[src/rtl/fiapp_ctrl.sv]
// Self-checking sequencer for the fiapp target: resets it, drives LFSR stimulus, and compares it against a golden model.
// Optional first-mismatch capture of {expected, observed} outputs is enabled by defining FIAPP_CTRL_ERRLOG_EN.
module fiapp_ctrl #(
    parameter int CNT_W        = 16,
    parameter int RST_CYCLES   = 2,
    parameter int DRAIN_CYCLES = 2
) (
    input  logic             clk,
    input  logic             reset,
    input  logic             start,
    input  logic             abort,
    input  logic [CNT_W-1:0] run_len,
    input  logic [15:0]      seed,
    output logic             dut_reset,
    output logic             dut_a,
    output logic             dut_enable,
    input  logic             dut_o1,
    input  logic             dut_o2,
    input  logic             dut_o3,
    output logic             busy,
    output logic             done,
    output logic             pass,
    output logic [CNT_W-1:0] err_count,
    output logic [CNT_W-1:0] first_err_cycle,
    output logic [5:0]       err_vec
);

    typedef enum logic [2:0] {
        S_IDLE  = 3'd0,
        S_RST   = 3'd1,
        S_RUN   = 3'd2,
        S_DRAIN = 3'd3,
        S_DONE  = 3'd4
    } state_t;

    state_t state_q, state_d;

    logic [3:0]       ph_q, ph_d;
    logic [CNT_W-1:0] cyc_q, cyc_d;
    logic [CNT_W-1:0] run_len_q, run_len_d;
    logic [15:0]      lfsr_q, lfsr_d;
    logic             dut_reset_q, dut_reset_d;
    logic             dut_a_q, dut_a_d;
    logic             dut_en_q, dut_en_d;
    logic [CNT_W-1:0] err_count_q, err_count_d;
    logic [CNT_W-1:0] first_err_q, first_err_d;
    logic             aborted_q, aborted_d;
    logic             gq1_q, gq1_d;
    logic             gq2_q, gq2_d;
    logic             gq3_q, gq3_d;
    logic [64:0]      gext_q, gext_d;

    logic             start_acc;
    logic             compare_en;
    logic             mismatch;
    logic [2:0]       exp_o;
    logic [2:0]       obs_o;

    function automatic logic [15:0] lfsr_step(input logic [15:0] s);
        logic fb;
        fb = s[0] ^ s[2] ^ s[3] ^ s[5];
        return {fb, s[15:1]};
    endfunction

    function automatic logic [CNT_W-1:0] sat_inc(input logic [CNT_W-1:0] v);
        return (v == '1) ? v : v + CNT_W'(1);
    endfunction

    // State register
    always_ff @(posedge clk) begin
        if (reset) begin
            state_q <= S_IDLE;
        end else begin
            state_q <= state_d;
        end
    end

    // Next-state logic; abort only acts while a campaign is in flight
    always_comb begin
        state_d = state_q;
        case (state_q)
            S_IDLE, S_DONE: begin
                if (start) state_d = S_RST;
            end
            S_RST: begin
                if (abort) begin
                    state_d = S_DONE;
                end else if (ph_q == 4'(RST_CYCLES - 1)) begin
                    state_d = (run_len_q == '0) ? S_DRAIN : S_RUN;
                end
            end
            S_RUN: begin
                if (abort) begin
                    state_d = S_DONE;
                end else if (cyc_q == run_len_q - CNT_W'(1)) begin
                    state_d = S_DRAIN;
                end
            end
            S_DRAIN: begin
                if (abort) begin
                    state_d = S_DONE;
                end else if (ph_q == 4'(DRAIN_CYCLES - 1)) begin
                    state_d = S_DONE;
                end
            end
            default: state_d = S_IDLE;
        endcase
    end

    // Status outputs
    always_comb begin
        busy = 1'b0;
        done = 1'b0;
        case (state_q)
            S_RST, S_RUN, S_DRAIN: busy = 1'b1;
            S_DONE:                done = 1'b1;
            default: ;
        endcase
        pass = done && !aborted_q && (err_count_q == '0);
    end

    assign start_acc  = start && (state_q == S_IDLE || state_q == S_DONE);
    assign compare_en = (state_q == S_RUN) || (state_q == S_DRAIN);
    assign exp_o      = {gq1_q, gq2_q, gq3_q & gext_q[64]};
    assign obs_o      = {dut_o1, dut_o2, dut_o3};
    assign mismatch   = compare_en && (exp_o != obs_o);

    always_comb begin
        ph_d = '0;
        if (state_d == state_q && (state_q == S_RST || state_q == S_DRAIN)) begin
            ph_d = ph_q + 4'd1;
        end

        run_len_d   = run_len_q;
        lfsr_d      = lfsr_q;
        cyc_d       = cyc_q;
        err_count_d = err_count_q;
        first_err_d = first_err_q;
        aborted_d   = aborted_q;
        if (start_acc) begin
            run_len_d   = run_len;
            lfsr_d      = (seed == 16'h0000) ? 16'hACE1 : seed;
            cyc_d       = '0;
            err_count_d = '0;
            first_err_d = '0;
            aborted_d   = 1'b0;
        end else begin
            if (state_d == S_RUN) lfsr_d = lfsr_step(lfsr_q);
            if (compare_en) cyc_d = sat_inc(cyc_q);
            if (mismatch) begin
                err_count_d = sat_inc(err_count_q);
                if (err_count_q == '0) first_err_d = cyc_q;
            end
            if (abort && busy) aborted_d = 1'b1;
        end

        // Stimulus is registered against the upcoming state so it lines up with state_q
        dut_reset_d = (state_d == S_RST);
        dut_a_d     = (state_d == S_RUN) ? lfsr_q[0] : 1'b0;
        dut_en_d    = (state_d == S_RUN) ? lfsr_q[1] : 1'b0;
    end

    // Golden model of the target, fed by the same registered stimulus
    always_comb begin
        gq1_d  = '0;
        gq2_d  = '0;
        gq3_d  = '0;
        gext_d = '0;
        if (!dut_reset_q) begin
            gq1_d  = dut_en_q ? dut_a_q : gq1_q;
            gq2_d  = gq1_q;
            gq3_d  = !gq1_q;
            gext_d = gext_q + 65'd1;
        end
    end

    always_ff @(posedge clk) begin
        if (reset) begin
            ph_q        <= '0;
            cyc_q       <= '0;
            run_len_q   <= '0;
            lfsr_q      <= 16'hACE1;
            dut_reset_q <= 1'b1;
            dut_a_q     <= 1'b0;
            dut_en_q    <= 1'b0;
            err_count_q <= '0;
            first_err_q <= '0;
            aborted_q   <= 1'b0;
            gq1_q       <= 1'b0;
            gq2_q       <= 1'b0;
            gq3_q       <= 1'b0;
            gext_q      <= '0;
        end else begin
            ph_q        <= ph_d;
            cyc_q       <= cyc_d;
            run_len_q   <= run_len_d;
            lfsr_q      <= lfsr_d;
            dut_reset_q <= dut_reset_d;
            dut_a_q     <= dut_a_d;
            dut_en_q    <= dut_en_d;
            err_count_q <= err_count_d;
            first_err_q <= first_err_d;
            aborted_q   <= aborted_d;
            gq1_q       <= gq1_d;
            gq2_q       <= gq2_d;
            gq3_q       <= gq3_d;
            gext_q      <= gext_d;
        end
    end

`ifdef FIAPP_CTRL_ERRLOG_EN
    logic [5:0] err_vec_q, err_vec_d;

    always_comb begin
        err_vec_d = err_vec_q;
        if (start_acc) begin
            err_vec_d = '0;
        end else if (mismatch && err_count_q == '0) begin
            err_vec_d = {exp_o, obs_o};
        end
    end

    always_ff @(posedge clk) begin
        if (reset) begin
            err_vec_q <= '0;
        end else begin
            err_vec_q <= err_vec_d;
        end
    end

    assign err_vec = err_vec_q;
`else
    assign err_vec = 6'b0;
`endif

    assign dut_reset       = dut_reset_q;
    assign dut_a           = dut_a_q;
    assign dut_enable      = dut_en_q;
    assign err_count       = err_count_q;
    assign first_err_cycle = first_err_q;

endmodule

[config.mk]
export PLATFORM = sky130hd
export DESIGN_NAME = fiapp_ctrl
export DESIGN_NICKNAME = d
export VERILOG_FILES = /design/src/rtl/fiapp_ctrl.sv
export SDC_FILE = /design/constraint.sdc
export NUM_CORES = 1
export LEC_CHECK = 0
export CAP_MARGIN = 20
export CORE_MARGIN = 2
export CORE_UTILIZATION = 45
export CTS_BUF_LIST = sky130_fd_sc_hd__clkbuf_8
export CTS_CLUSTER_DIAMETER = 150
export CTS_CLUSTER_SIZE = 25
export DETAILED_ROUTE_END_ITERATION = 6
export PLACE_DENSITY_LB_ADDON = 0.08
export RECOVER_POWER = 25
export SYNTH_ARGS = -nofsm -noshare
export SYNTH_HDL_FRONTEND = slang
export SYNTH_SLANG_ARGS = --single-unit
export TNS_END_PERCENT = 30
[constraint.sdc]
create_clock -name clk -period 2.6 [get_ports clk]
set_clock_uncertainty 0.1 [all_clocks]
set_input_delay 0.78 -clock clk [delete_from_list [all_inputs] [get_ports clk]]
set_output_delay 0.78 -clock clk [all_outputs]
set_load 0.005 [all_outputs]
==> flow_summary.toml <==
[worst_setup_path]
crit_type = "register to register"
startpoint = "run_len_q[5]"
cpPeakStageDelay_ps = 530
cpMaxStageDelayCell = "or4_4"
worstReg2RegStart = "run_len_q[5]"
path_delay_family = "simple AND/OR/NAND/NOR gates"
crit_path_cell_trace = "or4_4, buf_6, nor4_4, buf_4, o311ai_4, or4_4, buf_12, buf_12, a21oi_4, o31ai_1"
path_buf_inv = 4
startpoint_type = "register"
cp.required_ps = 2850
end_kind = "register"
arrival_ps = 2890
crit_fanout = 4

[timing]
slew_violations = 0
hold_viol_final = 0
rsz0062_at_grt = "yes"
max_freq_mhz = 379
whs_ps = 378
max_slew_margin = 0.325
setup_viol = 15
tns_ps = -244
period_share = 1.02
final.setup.worst_slack_ps = -39.6
final.min_clock_period_ps = 2640
worst_pin_slew_ps = 1010

[cts]
clk_pin_slew_ps = 90
hold_buffers = 0
clock-sinks = 159
h-tree-depth = 4
clockRootBuffer = "clkbuf_8"
cts_tree = "built"
clk_latency_ps = 460
clockBufferDepth = 2
numCtsBuffers = 17

[logic_synthesis]
synth_area_mm2 = 0.00746
synth_top_cell_by_area = "dfxtp_1"
synth.distinct_cells = 58
syn_inst = 872
synth_top_cells_by_area = "dfxtp_1 (43%), nor2_1 (7.5%), xor2_1 (6.9%)"
syn_avg_cell_area_um2 = 8.55
synthDominantCellAreaShare = 0.427
synth_edf_count = 0
synth_warnings = 0
synth_flop_cell = "dfxtp_1"
ys_ff_latch = 159
synthArstFlopShare = 0
yosysMostFrequentCell = "dfxtp_1"
synthTopCellsByCount = "dfxtp_1 (159), nor2_1 (149), nand2_1 (85), xor2_1 (59), xnor2_1 (44)"
yosysSeqAreaShare = 0.427

[min_path]
hold_class = "register to register"
hp-start = "gext_q[0]"

[routing]
drt_iter0_markers = 329
vias = 6596
drt-total-wl_um = 18300
first_pass_iters = 5
ant_nets = 0
wl_per_cell_um = 14.6
vias_per_cell = 5.26
drc = 0

[floorplan]
die_x_um = 133
die_area_mm2 = 0.0176
num_rows = 47
coreArea_mm2 = 0.0164
ios = 83
die_h_um = 133
initial_core_util = 0.454

[run]
drv_cap = 0

[global_routing]
grt.busiest_layer = "met2"
grt_util_all_layers = 0.210
use_met1 = 0.252
globalRouteMet2Util = 0.379
grt_max_degree = 49
globalRouteMet3Util = 0.0437
grt_pass1_wl_um = 30400
grt_pass1_vias = 6424
antenna_found_initial = 0
grt_overflow = 0

[layout]
fin_area_mm2 = 0.00984
area_delta_synth_final_pct = 32.0
fin_nets = 1066
drive_above_1_share = 0.188
antenna_cells = 0

[placement]
placed_area_mm2 = 0.00895
pre_cts_ws_ps = -316
dp_hpwl_um = 13200
gpl.final_weighted_congestion = 0.840
port_buffers = 76

[power_and_ir_drop]
p_leak_nw = 3.50
powerDensity_mw_per_mm2 = 509
vdd_drop_max_v = 0.000382
total_power_mw = 5.01

[status]
violations = "negative setup slack"
status = "complete, but fails checks"
==> where the power goes <==
part	total (mW)	internal, mW	switching (mW)
combinational	0.577	0.289	0.288
clock	1.91	0.971	0.941
sequential	2.52	2.48	0.0440
total	5.01	3.74	1.27
==> layer usage <==
| layer | vias to the layer above | wire length [um] |
|---|---|---|
| met5 | - | 0 |
| met4 | 0 | 233 |
| met3 | 19 | 497 |
| met2 | 99 | 9470 |
| met1 | 3176 | 8120 |
| li1 | 3302 | - |
==> cell usage in the layout, fill, tap and decap left out, drive strengths merged, types with 6 or more instances in the layout <==
cell type and instances:
o21ai 22, ha 7, clkinv 6, a2111oi 8
clkdlybuf4s50 73, and3 13, nor3 25, nand4 29
dfxtp 159, a21oi 34, or3 15, nor4 14
mux2i 22, nand3 43, nand2b 7, nor2 149
nor2b 6, and2 7, xor2 59, and4 14
clkbuf 23, inv 14, xnor2 44, conb 6
a31oi 8, nand2 87, buf 87
==> worst reg2reg max path: cells and delay by family (launching register included) <==
family                 cells  cell delay, ps
AO/OA/AOI/OAI              3             260
AND/OR/NAND/NOR            3            1250
flip-flops                 1             330
buffers and inverters      4             590
==> path summary, 6_finish.rpt <==
| check | endpoint | slack (ps) | depth (start not counted) |
|---|---|---|---|
| min | gext_q[0] | 380 | 1 |
| min reg2reg | gext_q[0] | 380 | 1 |
| max | lfsr_q[15] | -40 | 10 |
| max reg2reg | lfsr_q[15] | -40 | 10 |
==> per-stage QoR <==
| stage | cells | util |
|---|---|---|
| finish | 1253 | 0.600 |
| global route | 1253 | 0.600 |
| CTS | 1246 | 0.587 |
| detailed placement | 1209 | 0.546 |
| global placement | 1209 | 0.546 |
| floorplan | 877 | - |
==> timing repair <==
action / CTS / global route
setup buffers: 2 / 7
gates resized for setup: 49 / 42
gates cloned: 3 / 0
pin swaps: 12 / 20
endpoints found under the setup margin: 22 / 34
==> area by class of cell <==
cell class	instances	area [um^2]
Clock buffer	18	248
Clock inverter	14	169
Fill cell	1440	6570
Inverter	13	48.8
Multi-Input combinational cell	662	4390
Sequential cell	159	3190
Tap cell	220	275
Timing Repair Buffer	167	1520
==> kinds of logic (layout without fill, tap and decap cells) <==
logic type / Yosys count / after routing / synth area share
adder cells (fa/ha/maj): 7 / 7 / 0.0117
multiplexers: 23 / 23 / 0.0310
AO/OA/AOI/OAI: 90 / 90 / 0.0854
other: 1 / 6 / 0.000503
buffers and inverters: 57 / 212 / 0.0334
flip-flops: 159 / 159 / 0.427
AND/OR/NAND/NOR: 431 / 432 / 0.287
XOR/XNOR: 104 / 104 / 0.124
==> sequential cells by signal, indices dropped and copies added (netlist names) <==
signal	flops
err_count	16
dut_reset	1
first_err_cycle	16
gext_q	65
dut_a	1
dut_enable	1
gq1_q	1
gq2_q	1
cyc_q	16
state_q	3
gq3_q	1
run_len_q	16
ph_q	4
aborted_q	1
lfsr_q	16
(Power assumes the default switching activity.)
